[src/rtl/ahb_apb_bridge_param_if.sv]
// AHB-side and APB-side signal bundle for the AHB to APB bridge.
// The bridge takes the slave view; the surrounding fabric takes the master view.
interface ahb_apb_bridge_param_if #(
    parameter int DATA_W  = 32,
    parameter int ADDR_W  = 32,
    parameter int NUM_SLV = 4
);
    logic                Hwrite;
    logic                Hreadyin;
    logic [1:0]          Htrans;
    logic [ADDR_W-1:0]   Haddr;
    logic [DATA_W-1:0]   Hwdata;
    logic                Hreadyout;
    logic [1:0]          Hresp;
    logic [DATA_W-1:0]   Hrdata;
    logic [NUM_SLV-1:0]  Pselx;
    logic                Penable;
    logic                Pwrite;
    logic [ADDR_W-1:0]   Paddr;
    logic [DATA_W-1:0]   Pwdata;
    logic [DATA_W-1:0]   Prdata;
    logic                Pready;
    logic                Pslverr;

    modport slave (
        input  Hwrite, Hreadyin, Htrans, Haddr, Hwdata,
        input  Prdata, Pready, Pslverr,
        output Hreadyout, Hresp, Hrdata,
        output Pselx, Penable, Pwrite, Paddr, Pwdata
    );

    modport master (
        output Hwrite, Hreadyin, Htrans, Haddr, Hwdata,
        output Prdata, Pready, Pslverr,
        input  Hreadyout, Hresp, Hrdata,
        input  Pselx, Penable, Pwrite, Paddr, Pwdata
    );
endinterface

[src/rtl/ahb_apb_bridge_param.sv]
// AHB-lite to APB bridge: address decode into NUM_SLV windows,
// registered APB outputs, slave-error and timeout mapped to AHB ERROR.
module ahb_apb_bridge_param #(
    parameter int                DATA_W    = 32,
    parameter int                ADDR_W    = 32,
    parameter int                NUM_SLV   = 4,
    parameter logic [ADDR_W-1:0] BASE_ADDR = 'h8000_0000,
    parameter logic [ADDR_W-1:0] SLV_SIZE  = 'h0400_0000,
    parameter int                TIMEOUT   = 16
) (
    input  logic                  Hclk,
    input  logic                  Hreset,
    ahb_apb_bridge_param_if.slave bus
);

    typedef enum logic [2:0] {
        IDLE, WDATA, SETUP, ACCESS, DONE, ERR1, ERR2
    } state_t;

    localparam logic [1:0] OKAY = 2'b00;
    localparam logic [1:0] ERR  = 2'b01;

    // Decode math is done wider than the bus so the window end cannot wrap
    localparam int EW = ADDR_W + 4;
    localparam logic [EW-1:0] LO = EW'(BASE_ADDR);
    localparam logic [EW-1:0] SZ = EW'(SLV_SIZE);
    localparam int CW = (TIMEOUT > 0) ? $clog2(TIMEOUT + 1) : 1;

    state_t              state_q;
    logic [CW-1:0]       cnt_q;
    logic                hready_q;
    logic [1:0]          hresp_q;
    logic [DATA_W-1:0]   hrdata_q;
    logic [NUM_SLV-1:0]  sel_q;
    logic [NUM_SLV-1:0]  psel_q;
    logic                penable_q;
    logic                pwrite_q;
    logic [ADDR_W-1:0]   paddr_q;
    logic [DATA_W-1:0]   pwdata_q;

    logic [NUM_SLV-1:0]  dec_sel;
    logic                in_rng;
    logic                htrans_ok;
    logic                accept;
    logic [EW-1:0]       haddr_w;

    assign haddr_w = EW'(bus.Haddr);

    always_comb begin
        dec_sel = '0;
        for (int i = 0; i < NUM_SLV; i++) begin
            dec_sel[i] = (haddr_w >= LO + EW'(i) * SZ) &&
                         (haddr_w <  LO + EW'(i + 1) * SZ);
        end
    end

    assign in_rng    = |dec_sel;
    assign htrans_ok = (bus.Htrans == 2'b10) || (bus.Htrans == 2'b11);
    assign accept    = bus.Hreadyin && hready_q && htrans_ok;

    always_ff @(posedge Hclk or posedge Hreset) begin
        if (Hreset) begin
            state_q   <= IDLE;
            cnt_q     <= '0;
            hready_q  <= 1'b1;
            hresp_q   <= OKAY;
            hrdata_q  <= '0;
            sel_q     <= '0;
            psel_q    <= '0;
            penable_q <= 1'b0;
            pwrite_q  <= 1'b0;
            paddr_q   <= '0;
            pwdata_q  <= '0;
        end else begin
            unique case (state_q)
                IDLE, DONE: begin
                    state_q   <= IDLE;
                    hready_q  <= 1'b1;
                    hresp_q   <= OKAY;
                    psel_q    <= '0;
                    penable_q <= 1'b0;
                    if (accept) begin
                        paddr_q  <= bus.Haddr;
                        pwrite_q <= bus.Hwrite;
                        hready_q <= 1'b0;
                        if (!in_rng) begin
                            state_q <= ERR1;
                            hresp_q <= ERR;
                        end else begin
                            sel_q <= dec_sel;
                            cnt_q <= '0;
                            if (bus.Hwrite) begin
                                state_q <= WDATA;
                            end else begin
                                state_q <= SETUP;
                                psel_q  <= dec_sel;
                            end
                        end
                    end
                end
                WDATA: begin
                    pwdata_q <= bus.Hwdata;
                    psel_q   <= sel_q;
                    cnt_q    <= '0;
                    state_q  <= SETUP;
                end
                SETUP: begin
                    penable_q <= 1'b1;
                    state_q   <= ACCESS;
                end
                ACCESS: begin
                    if (bus.Pready) begin
                        psel_q    <= '0;
                        penable_q <= 1'b0;
                        if (bus.Pslverr) begin
                            state_q <= ERR1;
                            hresp_q <= ERR;
                        end else begin
                            state_q  <= DONE;
                            hready_q <= 1'b1;
                            if (!pwrite_q) hrdata_q <= bus.Prdata;
                        end
                    end else if (TIMEOUT > 0 &&
                                 cnt_q == CW'(TIMEOUT - 1)) begin
                        // Slave never answered: abandon and report ERROR
                        psel_q    <= '0;
                        penable_q <= 1'b0;
                        state_q   <= ERR1;
                        hresp_q   <= ERR;
                    end else begin
                        cnt_q <= cnt_q + CW'(1);
                    end
                end
                ERR1: begin
                    hready_q <= 1'b1;
                    state_q  <= ERR2;
                end
                ERR2: begin
                    hresp_q <= OKAY;
                    state_q <= IDLE;
                end
                default: begin
                    state_q <= IDLE;
                end
            endcase
        end
    end

    assign bus.Hreadyout = hready_q;
    assign bus.Hresp     = hresp_q;
    assign bus.Hrdata    = hrdata_q;
    assign bus.Pselx     = psel_q;
    assign bus.Penable   = penable_q;
    assign bus.Pwrite    = pwrite_q;
    assign bus.Paddr     = paddr_q;
    assign bus.Pwdata    = pwdata_q;

endmodule

[src/flat_wrapper.sv]
// flat-port wrapper written by rule: the top's interface ports become plain ports
module ahb_apb_bridge_param_flat 
#(
    parameter int                DATA_W    = 32,
    parameter int                ADDR_W    = 32,
    parameter int                NUM_SLV   = 4,
    parameter logic [ADDR_W-1:0] BASE_ADDR = 'h8000_0000,
    parameter logic [ADDR_W-1:0] SLV_SIZE  = 'h0400_0000,
    parameter int                TIMEOUT   = 16
)
  (Hclk, Hreset, bus_Hwrite, bus_Hreadyin, bus_Htrans, bus_Haddr, bus_Hwdata, bus_Prdata, bus_Pready, bus_Pslverr, bus_Hreadyout, bus_Hresp, bus_Hrdata, bus_Pselx, bus_Penable, bus_Pwrite, bus_Paddr, bus_Pwdata);
  ahb_apb_bridge_param_if #(.DATA_W(DATA_W), .ADDR_W(ADDR_W), .NUM_SLV(NUM_SLV)) bus_i ();
  input  logic Hclk;
  input  logic Hreset;
  input wire logic [$bits(bus_i.Hwrite)-1:0] bus_Hwrite;
  input wire logic [$bits(bus_i.Hreadyin)-1:0] bus_Hreadyin;
  input wire logic [$bits(bus_i.Htrans)-1:0] bus_Htrans;
  input wire logic [$bits(bus_i.Haddr)-1:0] bus_Haddr;
  input wire logic [$bits(bus_i.Hwdata)-1:0] bus_Hwdata;
  input wire logic [$bits(bus_i.Prdata)-1:0] bus_Prdata;
  input wire logic [$bits(bus_i.Pready)-1:0] bus_Pready;
  input wire logic [$bits(bus_i.Pslverr)-1:0] bus_Pslverr;
  output wire logic [$bits(bus_i.Hreadyout)-1:0] bus_Hreadyout;
  output wire logic [$bits(bus_i.Hresp)-1:0] bus_Hresp;
  output wire logic [$bits(bus_i.Hrdata)-1:0] bus_Hrdata;
  output wire logic [$bits(bus_i.Pselx)-1:0] bus_Pselx;
  output wire logic [$bits(bus_i.Penable)-1:0] bus_Penable;
  output wire logic [$bits(bus_i.Pwrite)-1:0] bus_Pwrite;
  output wire logic [$bits(bus_i.Paddr)-1:0] bus_Paddr;
  output wire logic [$bits(bus_i.Pwdata)-1:0] bus_Pwdata;
  assign bus_i.Hwrite = bus_Hwrite;
  assign bus_i.Hreadyin = bus_Hreadyin;
  assign bus_i.Htrans = bus_Htrans;
  assign bus_i.Haddr = bus_Haddr;
  assign bus_i.Hwdata = bus_Hwdata;
  assign bus_i.Prdata = bus_Prdata;
  assign bus_i.Pready = bus_Pready;
  assign bus_i.Pslverr = bus_Pslverr;
  assign bus_Hreadyout = bus_i.Hreadyout;
  assign bus_Hresp = bus_i.Hresp;
  assign bus_Hrdata = bus_i.Hrdata;
  assign bus_Pselx = bus_i.Pselx;
  assign bus_Penable = bus_i.Penable;
  assign bus_Pwrite = bus_i.Pwrite;
  assign bus_Paddr = bus_i.Paddr;
  assign bus_Pwdata = bus_i.Pwdata;
  ahb_apb_bridge_param #(.DATA_W(DATA_W), .ADDR_W(ADDR_W), .NUM_SLV(NUM_SLV), .BASE_ADDR(BASE_ADDR), .SLV_SIZE(SLV_SIZE), .TIMEOUT(TIMEOUT)) u_core (.Hclk(Hclk), .Hreset(Hreset), .bus(bus_i));
endmodule
[config.mk]
export PLATFORM = sky130hd
export DESIGN_NAME = ahb_apb_bridge_param_flat
export DESIGN_NICKNAME = d
export VERILOG_FILES = /design/src/rtl/ahb_apb_bridge_param_if.sv /design/src/rtl/ahb_apb_bridge_param.sv /design/src/flat_wrapper.sv
export SDC_FILE = /design/constraint.sdc
export NUM_CORES = 1
export LEC_CHECK = 0
export ABC_CLOCK_PERIOD_IN_PS = 4100
export CAP_MARGIN = 20
export CORE_UTILIZATION = 55
export CTS_CLUSTER_SIZE = 30
export DETAILED_ROUTE_END_ITERATION = 10
export DONT_BUFFER_PORTS = 1
export PLACE_DENSITY = 0.7
export SYNTH_ARGS = -nofsm -noshare
export SYNTH_HDL_FRONTEND = slang
export SYNTH_SLANG_ARGS = --single-unit
[constraint.sdc]
create_clock -name Hclk -period 4.1 [get_ports Hclk]
set_clock_uncertainty 0.2 [all_clocks]
set_input_delay 0.41 -clock Hclk [delete_from_list [all_inputs] [get_ports Hclk]]
set_output_delay 0.41 -clock Hclk [all_outputs]
set_load 0.005 [all_outputs]
==> metrics.md <==
| Metric | Value |
|---|---|
| Fin. Hold Viols | `0` |
| Mapped Nets | `420` |
| Slew HR | `a little over a third` |
| Cells after Synth | `roughly 310` |
| Post-synthesis sequential area ratio | `60.8%` |
| Core Area | `roughly 8300 um2` |
| Unrepaired setup endpoints after global routing | `no` |
| Post-DP HPWL | `around 6600 um` |
| Largest stage delay, worst path | `roughly 0.83 ns` |
| Vias per cell | `5.63` |
| Final Util | `approximately 77%` |
| Synth Cell Area | `~4800 um2` |
| Final ANT Viol Nets | `0` |
| Outcome | `completed` |
| Grt ovf | `0` |
| Crit path max fanout | `22` |
| Max Root-Sink Buffers | `2` |
| Critical path launch point | `u_core.state_q[2]$_DFFE_PP0P_` |
| Avg WL per Cell | `roughly 20 um` |
| P_leak | `2.85 nW` |
| Starting Density | `57.5%` |
| Fill cell count | `504` |
| Number of detailed-route iterations in the first pass | `4` |
| Die height | `~95 um` |
| Final setup vio count | `0` |
| Ratio of cells with drive above 1 in the final layout | `33.9%` |
| Post-route DRC | `0` |
| Fraction of registers with async set/reset | `100%` |
| Critical path cell sequence | `nand2b_1 -> or3_1 -> buf_4 -> mux2_2` |
| FP Rows | `33` |
| Main area contributors after synthesis | `dfrtp_1 (60%), mux2_2 (20%), mux2_4 (5.3%)` |
| Critical path data required time | `4.28 ns` |
| Worst-skew pair later-pin latency | `approximately 0.50 ns` |
| Largest area contributor in the netlist | `dfrtp_1` |
| CP Capture Type | `flop` |
| Nets | `between 500 and 600` |
| Worst vdd ir | `approximately 0.00045 V` |
| Ports | `around 210` |
| Placer Congestion | `0.726` |
| Slew Viols, Final | `0` |
| Synth cell types | `43` |
| TNS Setup | `0 ns` |
| Total GRT Usage | `between 20 and 25%` |
| Critical Path AT | `approximately 3 ns` |
| CTS tree | `yes` |
| Synthesis Warnings | `0` |
| WL final | `~11000 um` |
| Vias | `about 3000` |
| Least-Margin Pin Slew | `0.976 ns` |
| Number of gates resized after cts | `0` |
| Worst Hold Launch | `bus_Pready` |
| Post-synth EDFFs | `0` |
| # clock sinks | `around 120` |
| Placed cell count | `~400` |
| Syn_area_per_cell | `roughly 15 um2` |
| Pin count of the biggest net entering global routing | `between 60 and 70` |
| Number of buffers added on ports | `0` |
| Slowest-stage cell, CP | `or3_1` |
| PwrDens | `~730 nW/um2` |
| Starting DRT DRC Count | `53` |
| Synth-to-Final Area Change | `33.9%` |
| Hold WS | `between 0.02 and 0.025 ns` |
| Number of H-tree levels | `4` |
| CP startpoint kind | `flop` |
| Post-CTS Setup Inserts | `0` |
| Vias in the first global route | `around 3200` |
| Hold WC Path Type | `input port to flop` |
| CTS Buf Count | `17` |
| Minimum clock period | `approximately 2.9 ns` |
| Die X | `~95 um` |
| Reg-to-Reg Start | `u_core.state_q[2]$_DFFE_PP0P_` |
| #FFs+latches synth | `between 100 and 150` |
| Max Cap Viol | `0` |
| Final worst-path cycle share | `approximately 70%` |
| Fin cells | `540` |
| Antenna violations before repair | `1` |
| Top_reg_cell synth | `dfrtp_1` |
| Share of the synthesized area in the top cell type | `roughly three fifths` |
| Root buffer cell | `clkbuf_8` |
| Peak Freq | `between 300 and 400 MHz` |
| First-pass GRT wire length | `16300 um` |
| Worst-path clk slew | `0.06 ns` |
| Overall die area | `9060 um2` |
| WS Path Type | `flop to flop` |
area by class of cell:
class / instances / area, um2 / area share, %
Sequential cell: 116 / 2900 / 45.4
Multi-Input combinational cell: 177 / 1720 / 26.9
Timing Repair Buffer: 105 / 1040 / 16.2
Clock buffer: 18 / 428 / 6.69
Clock inverter: 14 / 151 / 2.37
Tap cell: 105 / 131 / 2.05
Inverter: 4 / 17.5 / 0.274
Antenna cell: 1 / 2.50 / 0.0391
state kept, by name, indices dropped and copies added, names as in the netlist:
name / flops
u_core.bus.Hrdata: 32
u_core.bus.Paddr: 32
u_core.bus.Pwdata: 32
u_core.cnt_q: 5
u_core.bus.Pselx: 4
u_core.sel_q: 4
u_core.state_q: 3
u_core.bus.Hreadyout: 1
u_core.bus.Hresp: 1
u_core.bus.Penable: 1
u_core.bus.Pwrite: 1
layer usage:
| metal | global-route usage, % | share of wire [%] | vias to the layer above |
|---|---|---|---|
| met2 | 40.8 | 51 | 147 |
| met1 | 28.7 | 38 | 1526 |
| li1 | - | - | 1354 |
| met3 | 10.2 | 9.4 | 12 |
| met5 | 0 | 0 | - |
| met4 | 8.59 | 1.2 | 0 |
final timing paths:
kind	end	slack, ns	depth (start not counted)
worst max-delay path	u_core.bus.Hrdata[26]$_DFFE_PP0P_	1.22	4
max in group asynchronous	u_core.bus.Hreadyout$_DFFE_PP1P_	2.48	3
worst min register to register	u_core.sel_q[3]$_DFFE_PP0P_	0.30	1
min in group asynchronous	u_core.bus.Pselx[3]$_DFFE_PP0P_	0.32	2
worst max register to register	u_core.bus.Hrdata[26]$_DFFE_PP0P_	1.22	4
worst min-delay path	u_core.state_q[1]$_DFFE_PP0P_	0.02	3
cells in the final DEF (no fill, tap or decap), types with 3 or more instances in the layout:
master and instances:
clkinvlp_4 5, clkbuf_16 16, dlygate4sd3_1 100, o21ai_0 9, dfrtp_1 115, inv_1 3
mux2_4 17, inv_6 3, nand2_1 3, nor2b_1 3, mux2_2 84, o221ai_1 3
nand3_1 3, o22ai_1 6, nand4_1 4, nor2_1 4, a2bb2oi_1 4, a21oi_1 5
buf_4 5
cell families after synthesis:
group,after synthesis,synth area share [%]
multiplexers,104,25.8
buffers and inverters,21,3.20
flip-flops,116,60.8
AO/OA/AOI/OAI,35,4.90
other,1,0.0785
adder cells (fa/ha/maj),2,0.524
AND/OR/NAND/NOR,35,4.66
cell usage after synthesis, drive strengths merged (4+ instances only):
library cell,number
o21ai,9
clkbuf,4
a2bb2oi,4
nor2,6
o22ai,6
nand4,4
inv,4
dfrtp,115
mux2,102
a21oi,5
buf,13
worst max-delay path, delay by kind of cell, from the launching register on:
family,cells,cell delay [ns]
and+or+nand+nor,2,1.28
muxes,1,0.36
buffers and inverters,1,0.34
DFF,1,0.56
through the flow:
stage | cell area [um2] | total power, W | setup slack (ns)
6_report | 6390 | 0.00466 | 1.22
3_5_place_dp | 4810 | 0.00316 | 1.26
2_1_floorplan | 4770 | 0.00293 | 0.419
4_1_cts | 6390 | 0.00467 | 1.25
5_1_grt | 6390 | 0.00492 | 1.05
3_3_place_gp | 4810 | 0.00311 | 1.29
where the power goes:
part | internal [W] | switching, W | leakage (nW) | total, W
registers | 0.00168 | 0.000477 | 1.43 | 0.00216
clock network | 0.000884 | 0.000529 | 0.270 | 0.00141
logic | 0.000686 | 0.000400 | 1.16 | 0.00109
what timing repair did:
action / 4_1_cts / 5_1_grt
endpoints found under the setup margin: 0 / 0
hold buffers: 100 / 0
hold endpoints to repair: 169 / 0
(Power assumes the default switching activity.)
